===== config.mk =====
export PLATFORM = sky130hd
export DESIGN_NAME = morse_decoder_fifo
export DESIGN_NICKNAME = d
export VERILOG_FILES = /design/src/rtl/morse_decoder_fifo.sv
export SDC_FILE = /design/constraint.sdc
export NUM_CORES = 1
export LEC_CHECK = 0
export CAP_MARGIN = 20
export CORE_MARGIN = 3
export CORE_UTILIZATION = 53
export DETAILED_ROUTE_END_ITERATION = 7
export HOLD_SLACK_MARGIN = 0.1
export PLACE_DENSITY = 0.82
export SLEW_MARGIN = 20
export SYNTH_ARGS = -nofsm -noshare
export SYNTH_HDL_FRONTEND = slang
export SYNTH_SLANG_ARGS = --single-unit

===== constraint.sdc =====
create_clock -name clk -period 3.17 [get_ports clk]
set_input_delay 0.634 -clock clk [delete_from_list [all_inputs] [get_ports clk]]
set_output_delay 0.634 -clock clk [all_outputs]
set_load 0.03 [all_outputs]

===== src/rtl/morse_decoder_fifo.sv =====
// Morse symbol decoder with idle-timeout commit and an output character FIFO.
// Define MORSE_DIGITS_EN to decode the 5-element digit codes to "0".."9".
module morse_decoder_fifo #(
    parameter int          MAX_LEN        = 5,
    parameter int          FIFO_DEPTH     = 4,
    parameter int          TIMEOUT_CYCLES = 50000000,
    parameter logic [7:0]  ERR_CHAR       = 8'h3F
) (
    input  logic                               clk,
    input  logic                               reset,
    input  logic                               dot,
    input  logic                               dash,
    input  logic                               done,
    output logic [7:0]                         char_out,
    output logic                               char_valid,
    input  logic                               char_ready,
    output logic [$clog2(MAX_LEN+1)-1:0]       sym_len,
    output logic                               fifo_full,
    output logic                               fifo_ovf,
    output logic [7:0]                         err_count
);
    localparam int LEN_W  = $clog2(MAX_LEN + 1);
    localparam int PTR_W  = (FIFO_DEPTH > 1) ? $clog2(FIFO_DEPTH) : 1;
    localparam int CNT_W  = $clog2(FIFO_DEPTH + 1);
    localparam int IDLE_W = (TIMEOUT_CYCLES > 1) ? $clog2(TIMEOUT_CYCLES) : 1;
    localparam logic [IDLE_W-1:0] IDLE_LAST = (TIMEOUT_CYCLES > 0) ? IDLE_W'(TIMEOUT_CYCLES - 1) : '0;

`ifdef MORSE_DIGITS_EN
    generate
        if (MAX_LEN < 5) begin : g_digit_len_check
            $error("MORSE_DIGITS_EN requires MAX_LEN >= 5");
        end
    endgenerate
`endif

    // Codes are right-aligned: the first element is the MSB of the len-bit field.
    function automatic logic [7:0] decode_sym(input logic [2:0] len, input logic [5:0] code);
        logic [7:0] ch;
        ch = ERR_CHAR;
        case ({len, code})
            {3'd1, 6'b000000}: ch = 8'h45; // E
            {3'd1, 6'b000001}: ch = 8'h54; // T
            {3'd2, 6'b000001}: ch = 8'h41; // A
            {3'd2, 6'b000000}: ch = 8'h49; // I
            {3'd2, 6'b000011}: ch = 8'h4D; // M
            {3'd2, 6'b000010}: ch = 8'h4E; // N
            {3'd3, 6'b000100}: ch = 8'h44; // D
            {3'd3, 6'b000110}: ch = 8'h47; // G
            {3'd3, 6'b000101}: ch = 8'h4B; // K
            {3'd3, 6'b000111}: ch = 8'h4F; // O
            {3'd3, 6'b000010}: ch = 8'h52; // R
            {3'd3, 6'b000000}: ch = 8'h53; // S
            {3'd3, 6'b000001}: ch = 8'h55; // U
            {3'd3, 6'b000011}: ch = 8'h57; // W
            {3'd4, 6'b001000}: ch = 8'h42; // B
            {3'd4, 6'b001010}: ch = 8'h43; // C
            {3'd4, 6'b000010}: ch = 8'h46; // F
            {3'd4, 6'b000000}: ch = 8'h48; // H
            {3'd4, 6'b000111}: ch = 8'h4A; // J
            {3'd4, 6'b000100}: ch = 8'h4C; // L
            {3'd4, 6'b000110}: ch = 8'h50; // P
            {3'd4, 6'b001101}: ch = 8'h51; // Q
            {3'd4, 6'b000001}: ch = 8'h56; // V
            {3'd4, 6'b001001}: ch = 8'h58; // X
            {3'd4, 6'b001011}: ch = 8'h59; // Y
            {3'd4, 6'b001100}: ch = 8'h5A; // Z
`ifdef MORSE_DIGITS_EN
            {3'd5, 6'b011111}: ch = 8'h30;
            {3'd5, 6'b001111}: ch = 8'h31;
            {3'd5, 6'b000111}: ch = 8'h32;
            {3'd5, 6'b000011}: ch = 8'h33;
            {3'd5, 6'b000001}: ch = 8'h34;
            {3'd5, 6'b000000}: ch = 8'h35;
            {3'd5, 6'b010000}: ch = 8'h36;
            {3'd5, 6'b011000}: ch = 8'h37;
            {3'd5, 6'b011100}: ch = 8'h38;
            {3'd5, 6'b011110}: ch = 8'h39;
`endif
            default:           ch = ERR_CHAR;
        endcase
        return ch;
    endfunction

    logic [MAX_LEN-1:0] code_r;
    logic [LEN_W-1:0]   sym_len_r;
    logic               overlong_r;
    logic [IDLE_W-1:0]  idle_r;
    logic [7:0]         mem_r [FIFO_DEPTH];
    logic [PTR_W-1:0]   wr_ptr_r, rd_ptr_r;
    logic [CNT_W-1:0]   count_r;
    logic               valid_r, full_r, ovf_r;
    logic [7:0]         err_count_r;

    logic               commit_s, elem_s, pop_s, wr_en_s, ovf_set_s, is_err_s;
    logic [5:0]         code_ext_s;
    logic [7:0]         decoded_s, push_char_s;
    logic [CNT_W-1:0]   count_next_s;

    // Commit/element arbitration, symbol decode and FIFO handshake decisions.
    always_comb begin
        commit_s   = done | ((TIMEOUT_CYCLES != 0) && (sym_len_r != '0) && (idle_r == IDLE_LAST));
        elem_s     = !commit_s && (dot || dash);
        code_ext_s = 6'b000000;
        code_ext_s[MAX_LEN-1:0] = code_r;
        decoded_s  = decode_sym(3'(sym_len_r), code_ext_s);
        if (sym_len_r == '0) begin
            push_char_s = 8'h20;
            is_err_s    = 1'b0;
        end else if (overlong_r || (decoded_s == ERR_CHAR)) begin
            push_char_s = ERR_CHAR;
            is_err_s    = commit_s;
        end else begin
            push_char_s = decoded_s;
            is_err_s    = 1'b0;
        end
        pop_s     = valid_r && char_ready;
        wr_en_s   = commit_s && (!full_r || pop_s);
        ovf_set_s = commit_s && full_r && !pop_s;
        case ({wr_en_s, pop_s})
            2'b10:   count_next_s = count_r + CNT_W'(1);
            2'b01:   count_next_s = count_r - CNT_W'(1);
            default: count_next_s = count_r;
        endcase
    end

    // Symbol accumulator and idle timer.
    always_ff @(posedge clk or posedge reset) begin
        if (reset) begin
            code_r     <= '0;
            sym_len_r  <= '0;
            overlong_r <= 1'b0;
            idle_r     <= '0;
        end else begin
            if (commit_s) begin
                code_r     <= '0;
                sym_len_r  <= '0;
                overlong_r <= 1'b0;
            end else if (elem_s) begin
                if (sym_len_r == LEN_W'(MAX_LEN)) begin
                    overlong_r <= 1'b1;
                end else begin
                    code_r    <= {code_r[MAX_LEN-2:0], dash};
                    sym_len_r <= sym_len_r + LEN_W'(1);
                end
            end else begin
                code_r <= code_r;
            end
            if (commit_s || dot || dash) begin
                idle_r <= '0;
            end else if ((sym_len_r != '0) && (TIMEOUT_CYCLES != 0)) begin
                idle_r <= idle_r + IDLE_W'(1);
            end else begin
                idle_r <= idle_r;
            end
        end
    end

    // Output character FIFO, overflow flag and saturating error counter.
    always_ff @(posedge clk or posedge reset) begin
        if (reset) begin
            for (int i = 0; i < FIFO_DEPTH; i++) mem_r[i] <= 8'h00;
            wr_ptr_r    <= '0;
            rd_ptr_r    <= '0;
            count_r     <= '0;
            valid_r     <= 1'b0;
            full_r      <= 1'b0;
            ovf_r       <= 1'b0;
            err_count_r <= 8'h00;
        end else begin
            if (wr_en_s) begin
                mem_r[wr_ptr_r] <= push_char_s;
                wr_ptr_r        <= wr_ptr_r + PTR_W'(1);
            end else begin
                wr_ptr_r <= wr_ptr_r;
            end
            if (pop_s) begin
                rd_ptr_r <= rd_ptr_r + PTR_W'(1);
            end else begin
                rd_ptr_r <= rd_ptr_r;
            end
            count_r <= count_next_s;
            valid_r <= (count_next_s != '0);
            full_r  <= (count_next_s == CNT_W'(FIFO_DEPTH));
            if (ovf_set_s) begin
                ovf_r <= 1'b1;
            end else begin
                ovf_r <= ovf_r;
            end
            if (is_err_s && (err_count_r != 8'hFF)) begin
                err_count_r <= err_count_r + 8'd1;
            end else begin
                err_count_r <= err_count_r;
            end
        end
    end

    assign char_out   = mem_r[rd_ptr_r];
    assign char_valid = valid_r;
    assign sym_len    = sym_len_r;
    assign fifo_full  = full_r;
    assign fifo_ovf   = ovf_r;
    assign err_count  = err_count_r;
endmodule


==> impl.org <==
** Outcome
- Run status :: completed

** Critical path
- On the critical path, the stage with the largest delay is an instance of sky130_fd_sc_hd__or4b_4.
- Crit path top cell by count :: sky130_fd_sc_hd__xnor2_1
- Kind of cell adding the most delay to the critical path :: simple AND/OR/NAND/NOR gates
- Cell-by-cell listing of the critical path :: or4b_4 -> nor4_4 -> a31o_2 -> nand2_4 -> ha_2 -> fa_1 -> xnor2_1 -> nor2_1 -> xnor2_1 -> inv_1 -> or3_1
- Counting both buffers and inverters, the worst setup path holds a total of 1.
- Capture point of the worst reg-to-reg path :: char_valid$_DFF_PP0_
- Req. time, crit path :: roughly 3400 ps
- Critical path fanouts, max :: 3
- In this run the critical register-to-register path is launched from idle_r[24]$_DFFE_PP0P_.
- Delay of the slowest critical-path stage :: 550 ps
- The worst setup path is captured at a flop.
- Critical path type :: flop to flop
- STA classifies the critical path startpoint as a flop.
- Length in cells of the worst reg-to-reg path :: 11
- Setup slack of the worst register-to-register path :: around 110 ps
- Data arrives at the worst endpoint at roughly 3300 ps.

** Synth
- Counting every net in the synthesized netlist gives 417.
- The netlist uses 58 different library cells.
- Of the total synthesized cell area, the portion taken by XOR and XNOR cells is 0.0794.
- Synth warn :: 0
- By area, the combinational part of the netlist is dominated by simple AND/OR/NAND/NOR gates.
- Synthesis inferred 81 register bits.
- The complex-gate fraction of the synthesized area came to 0.0983.
- Adder and majority gate portion of the synthesized area :: 0.0338
- Of the synthesized area, sequential elements account for 0.471.
- Number of enable flip-flop cells after synthesis :: 0
- For this run, the leading register cell type out of synthesis is sky130_fd_sc_hd__dfrtp_1.
- Post-synthesis async set-or-reset flop share :: 1.00
- Post-Synthesis Cell Area :: about 0.0043 mm²
- In the synthesized netlist, the number of instances is 400.
- A synthesized cell averages 10.8 µm².
- Mux share of post-synthesis cell area :: 0.0794
- Synthesized-area fraction occupied by and/or/nand/nor cells :: 0.207

** Power and ir drop
- For this design the static power due to leakage is 2.08 nW.
- Relative contribution of combinational cells to total power :: 0.370
- Switching power summed over all nets :: 0.00129 W
- Summing internal, switching and leakage power gives around 0.0037 W.
- The share of total power dissipated in the clock network is 0.219.
- The worst-case IR drop observed on VDD is between 0.5 and 0.6 mV.
- Part of the power in registers :: 0.411
- Cell-internal power :: approximately 0.0024 W
- Dividing total power by cell area gives a power density of roughly 740 mW/mm².
- Switching part of the total power :: 0.351

** Worst hold path
- The path with the worst hold slack has its endpoint at fifo_ovf$_DFFE_PP0P_.
- Path type of the worst min-delay path :: flop to flop
- Worst Hold Path Cells :: 1
- Startpoint of the tightest hold check path :: fifo_ovf$_DFFE_PP0P_

** Clock network
- Counting every sink on the clock net gives 81.
- The tree is rooted in a sky130_fd_sc_hd__clkbuf_8.
- The H-tree generated during clock tree synthesis spans 3 levels.
- Clock edge transition at the registers on the reported setup and hold paths :: ~80 ps
- Clock Latency Late Sink :: ~350 ps
- TritonCTS clock tree :: yes
- Counting the buffers created by CTS gives 9.
- No sink is reached through more buffers than the 2 on the longest clock path.

** Floorplanning
- FP Rows :: 32
- Measured along the x axis, the die boundary spans approximately 96 µm.
- Area of the placeable core :: ~0.008 mm²
- Die Outline Area :: a little over 0.009 mm²
- Initial core utilization :: 0.551
- The die is slightly below 100 µm tall.
- During I/O placement, the number of pins put on the boundary was 28.

** Flow run
- Maximum Capacitance Violations :: 0

** Detailed routing
- Vias per cell :: slightly below 6
- Total wire length :: 8910 µm
- In the routed design, unresolved DRC markers number 0.
- Post-DR wirelength/cell :: between 15 and 20 µm
- Starting DRC count in detailed routing :: ~180
- Length of the first detailed-routing pass in iterations :: 4
- Summing over every cut layer, the via total after detailed routing is approximately 3100.
- Number of antenna-violating nets in the routed design :: 0

** Global route
- Entering global routing, the biggest net connects 56 pins.
- Number of global-route vias before repair :: between 3000 and 4000
- Aggregate global routing overflow :: 0
- The initial antenna violation count came to 0.
- First-pass GRT wire length :: around 15000 µm
- In the global route stage, overall resource usage came out at 0.212.

** Timing
- Final-report max-slew violation count :: 0
- Worst max-slew margin expressed relative to the limit :: 0.378
- Counting I/O delays and the setup requirement, the final critical path takes a little over 3000 ps.
- The number of hold violations in the final report is 0.
- The tightest hold path in the finished design has a slack of around 490 ps.
- In the final timing run, aggregate negative setup slack is 0 ps.
- Setup violations remaining at the end of the flow were counted as 0.
- Final Skew :: around 5.2 ps
- Achievable clock frequency :: between 300 and 400 MHz
- At the pin with the least slew margin, the transition time is ~930 ps.
- Of the available clock period, the critical path in the final layout requires 0.966.

** Cells and area
- Summing all flip-flop and latch instances after layout gives just over 0.002 mm².
- Total area of multi-input combinational cells :: roughly 0.0022 mm²
- Fraction of final layout cells sized beyond drive strength 1 :: 0.174
- Fin util :: 0.635
- 0 antenna diodes ended up in the layout.
- Signed area change from the synthesized netlist to the final layout :: 15.2%
- Final-stage net count :: 450
- The filler cells instantiated in the layout total around 600.

** Placement
- Routability-driven placement finished with a final weighted congestion of between 0.8 and 0.9.
- Detailed placer's ending HPWL :: 6200 µm
- Quantity of I/O buffers inserted on ports :: 26
==> power groups by stage <==
stage | clock network, W | registers [W] | logic [W]
final | 0.000803 | 0.00151 | 0.00136
after global routing | 0.000872 | 0.00155 | 0.00147
after CTS | 0.000820 | 0.00151 | 0.00137
after detailed placement | 0 | 0.00152 | 0.00136
after global placement | 0 | 0.00151 | 0.00132
after floorplan | 0 | 0.00152 | 0.000924
==> kinds of logic after synthesis <==
family	after synthesis
fa+ha+maj	11
other cells	1
mux	24
xor+xnor	39
simple gates	164
buf+inv	28
compound gates	52
flops	81
==> cell usage in the layout, fill, tap and decap left out, types with 2 or more instances in the layout <==
master,n
sky130_fd_sc_hd__a21oi_1,4
sky130_fd_sc_hd__a22o_1,17
sky130_fd_sc_hd__a31o_2,2
sky130_fd_sc_hd__a31oi_1,3
sky130_fd_sc_hd__and3_1,9
sky130_fd_sc_hd__and4b_1,2
sky130_fd_sc_hd__buf_4,16
sky130_fd_sc_hd__bufinv_16,2
sky130_fd_sc_hd__clkbuf_8,9
sky130_fd_sc_hd__clkdlybuf4s50_1,26
sky130_fd_sc_hd__clkinv_2,2
sky130_fd_sc_hd__dfrtp_1,79
sky130_fd_sc_hd__dfrtp_2,2
sky130_fd_sc_hd__ha_1,9
sky130_fd_sc_hd__inv_1,6
sky130_fd_sc_hd__mux2_2,11
sky130_fd_sc_hd__mux2i_1,6
sky130_fd_sc_hd__mux4_2,7
sky130_fd_sc_hd__nand2_1,30
sky130_fd_sc_hd__nand2b_1,7
sky130_fd_sc_hd__nand3_1,21
sky130_fd_sc_hd__nand3_2,5
sky130_fd_sc_hd__nand4_1,5
sky130_fd_sc_hd__nand4b_1,2
sky130_fd_sc_hd__nor2_1,43
sky130_fd_sc_hd__nor2b_1,3
sky130_fd_sc_hd__nor3_1,12
sky130_fd_sc_hd__nor3_2,2
sky130_fd_sc_hd__nor3b_1,3
sky130_fd_sc_hd__nor4_1,3
sky130_fd_sc_hd__o21ai_0,12
sky130_fd_sc_hd__or2_2,2
sky130_fd_sc_hd__or3_1,5
sky130_fd_sc_hd__or4b_4,2
sky130_fd_sc_hd__xnor2_1,13
sky130_fd_sc_hd__xor2_1,26
==> timing repair <==
action                     in CTS  in global routing
resized for setup               0                  5
hold endpoints to repair        0                  0
hold buffers                    0                  0
buffers inserted                0                  0
setup endpoints to repair       0                  1
==> worst register-to-register path, stage by stage, from the launching register on <==
cell and delay, ps:
sky130_fd_sc_hd__dfrtp_1 420, sky130_fd_sc_hd__or4b_4 550, sky130_fd_sc_hd__nor4_4 280, sky130_fd_sc_hd__a31o_2 260, sky130_fd_sc_hd__nand2_4 80, sky130_fd_sc_hd__ha_2 190
sky130_fd_sc_hd__fa_1 370, sky130_fd_sc_hd__xnor2_1 150, sky130_fd_sc_hd__nor2_1 70, sky130_fd_sc_hd__xnor2_1 200, sky130_fd_sc_hd__inv_1 70, sky130_fd_sc_hd__or3_1 300
==> worst max path at each step <==
stage                                 from                    to  slack (ps)  cells past startpoint
global route        idle_r[24]$_DFFE_PP0P_  char_valid$_DFF_PP0_          -3                     11
detailed placement  idle_r[24]$_DFFE_PP0P_  char_valid$_DFF_PP0_          90                     11
CTS                 idle_r[24]$_DFFE_PP0P_  char_valid$_DFF_PP0_          70                     11
global placement    idle_r[24]$_DFFE_PP0P_  char_valid$_DFF_PP0_         140                     11
finish              idle_r[24]$_DFFE_PP0P_  char_valid$_DFF_PP0_         110                     11
floorplan           sym_len[0]$_DFFE_PP0P_  char_valid$_DFF_PP0_           9                     15
==> cell usage after synthesis, types with 4 or more instances <==
master | instances | area (µm²)
sky130_fd_sc_hd__inv_1 | 7 | 26.3
sky130_fd_sc_hd__a22o_1 | 17 | 149
sky130_fd_sc_hd__or3_1 | 5 | 31.3
sky130_fd_sc_hd__buf_2 | 8 | 40.0
sky130_fd_sc_hd__xnor2_1 | 13 | 114
sky130_fd_sc_hd__o21ai_0 | 12 | 60.1
sky130_fd_sc_hd__nand3_2 | 5 | 50.1
sky130_fd_sc_hd__nor3_1 | 13 | 65.1
sky130_fd_sc_hd__mux2_2 | 11 | 124
sky130_fd_sc_hd__xor2_1 | 26 | 228
sky130_fd_sc_hd__ha_1 | 10 | 125
sky130_fd_sc_hd__a21oi_1 | 4 | 20.0
sky130_fd_sc_hd__nor4_1 | 4 | 25.0
sky130_fd_sc_hd__nand2_1 | 31 | 116
sky130_fd_sc_hd__dfrtp_1 | 81 | 2030
sky130_fd_sc_hd__mux4_2 | 7 | 158
sky130_fd_sc_hd__nand3_1 | 21 | 105
sky130_fd_sc_hd__nand4_1 | 5 | 31.3
sky130_fd_sc_hd__clkbuf_1 | 9 | 33.8
sky130_fd_sc_hd__mux2i_1 | 6 | 60.1
sky130_fd_sc_hd__and3_1 | 9 | 56.3
sky130_fd_sc_hd__nor2_1 | 43 | 161
sky130_fd_sc_hd__nand2b_1 | 7 | 43.8
==> layer usage <==
layer  track usage  part of all wire  vias up
met1         0.281              0.44     1540
met4        0.0711             0.015        0
met2         0.342              0.50       76
met3        0.0508             0.042       16
li1              -                 -     1492
met5             0                 0        -
==> state kept, by name, summed over array words and instances (netlist names) <==
signal,cells
overlong_r,1
rd_ptr_r,2
wr_ptr_r,2
char_valid,1
err_count,8
sym_len,3
count_r,3
fifo_ovf,1
code_r,5
idle_r,26
fifo_full,1
mem_r,28
==> through the flow <==
stage / std cells / instance area, µm² / setup slack (ps)
floorplan: 400 / 4320 / 9.27
global placement: 524 / 4720 / 144
detailed placement: 524 / 4720 / 90.6
CTS: 539 / 4930 / 69.6
global route: 539 / 4950 / -3.08
finish: 539 / 4950 / 107
==> layout make-up <==
type / instances / share of cell area
Clock buffer: 10 / 0.0258
Sequential cell: 81 / 0.410
Multi-Input combinational cell: 291 / 0.439
Clock inverter: 5 / 0.0164
Inverter: 8 / 0.00631
Timing Repair Buffer: 42 / 0.0768
Tap cell: 102 / 0.0258
(Power assumes the default switching activity.)
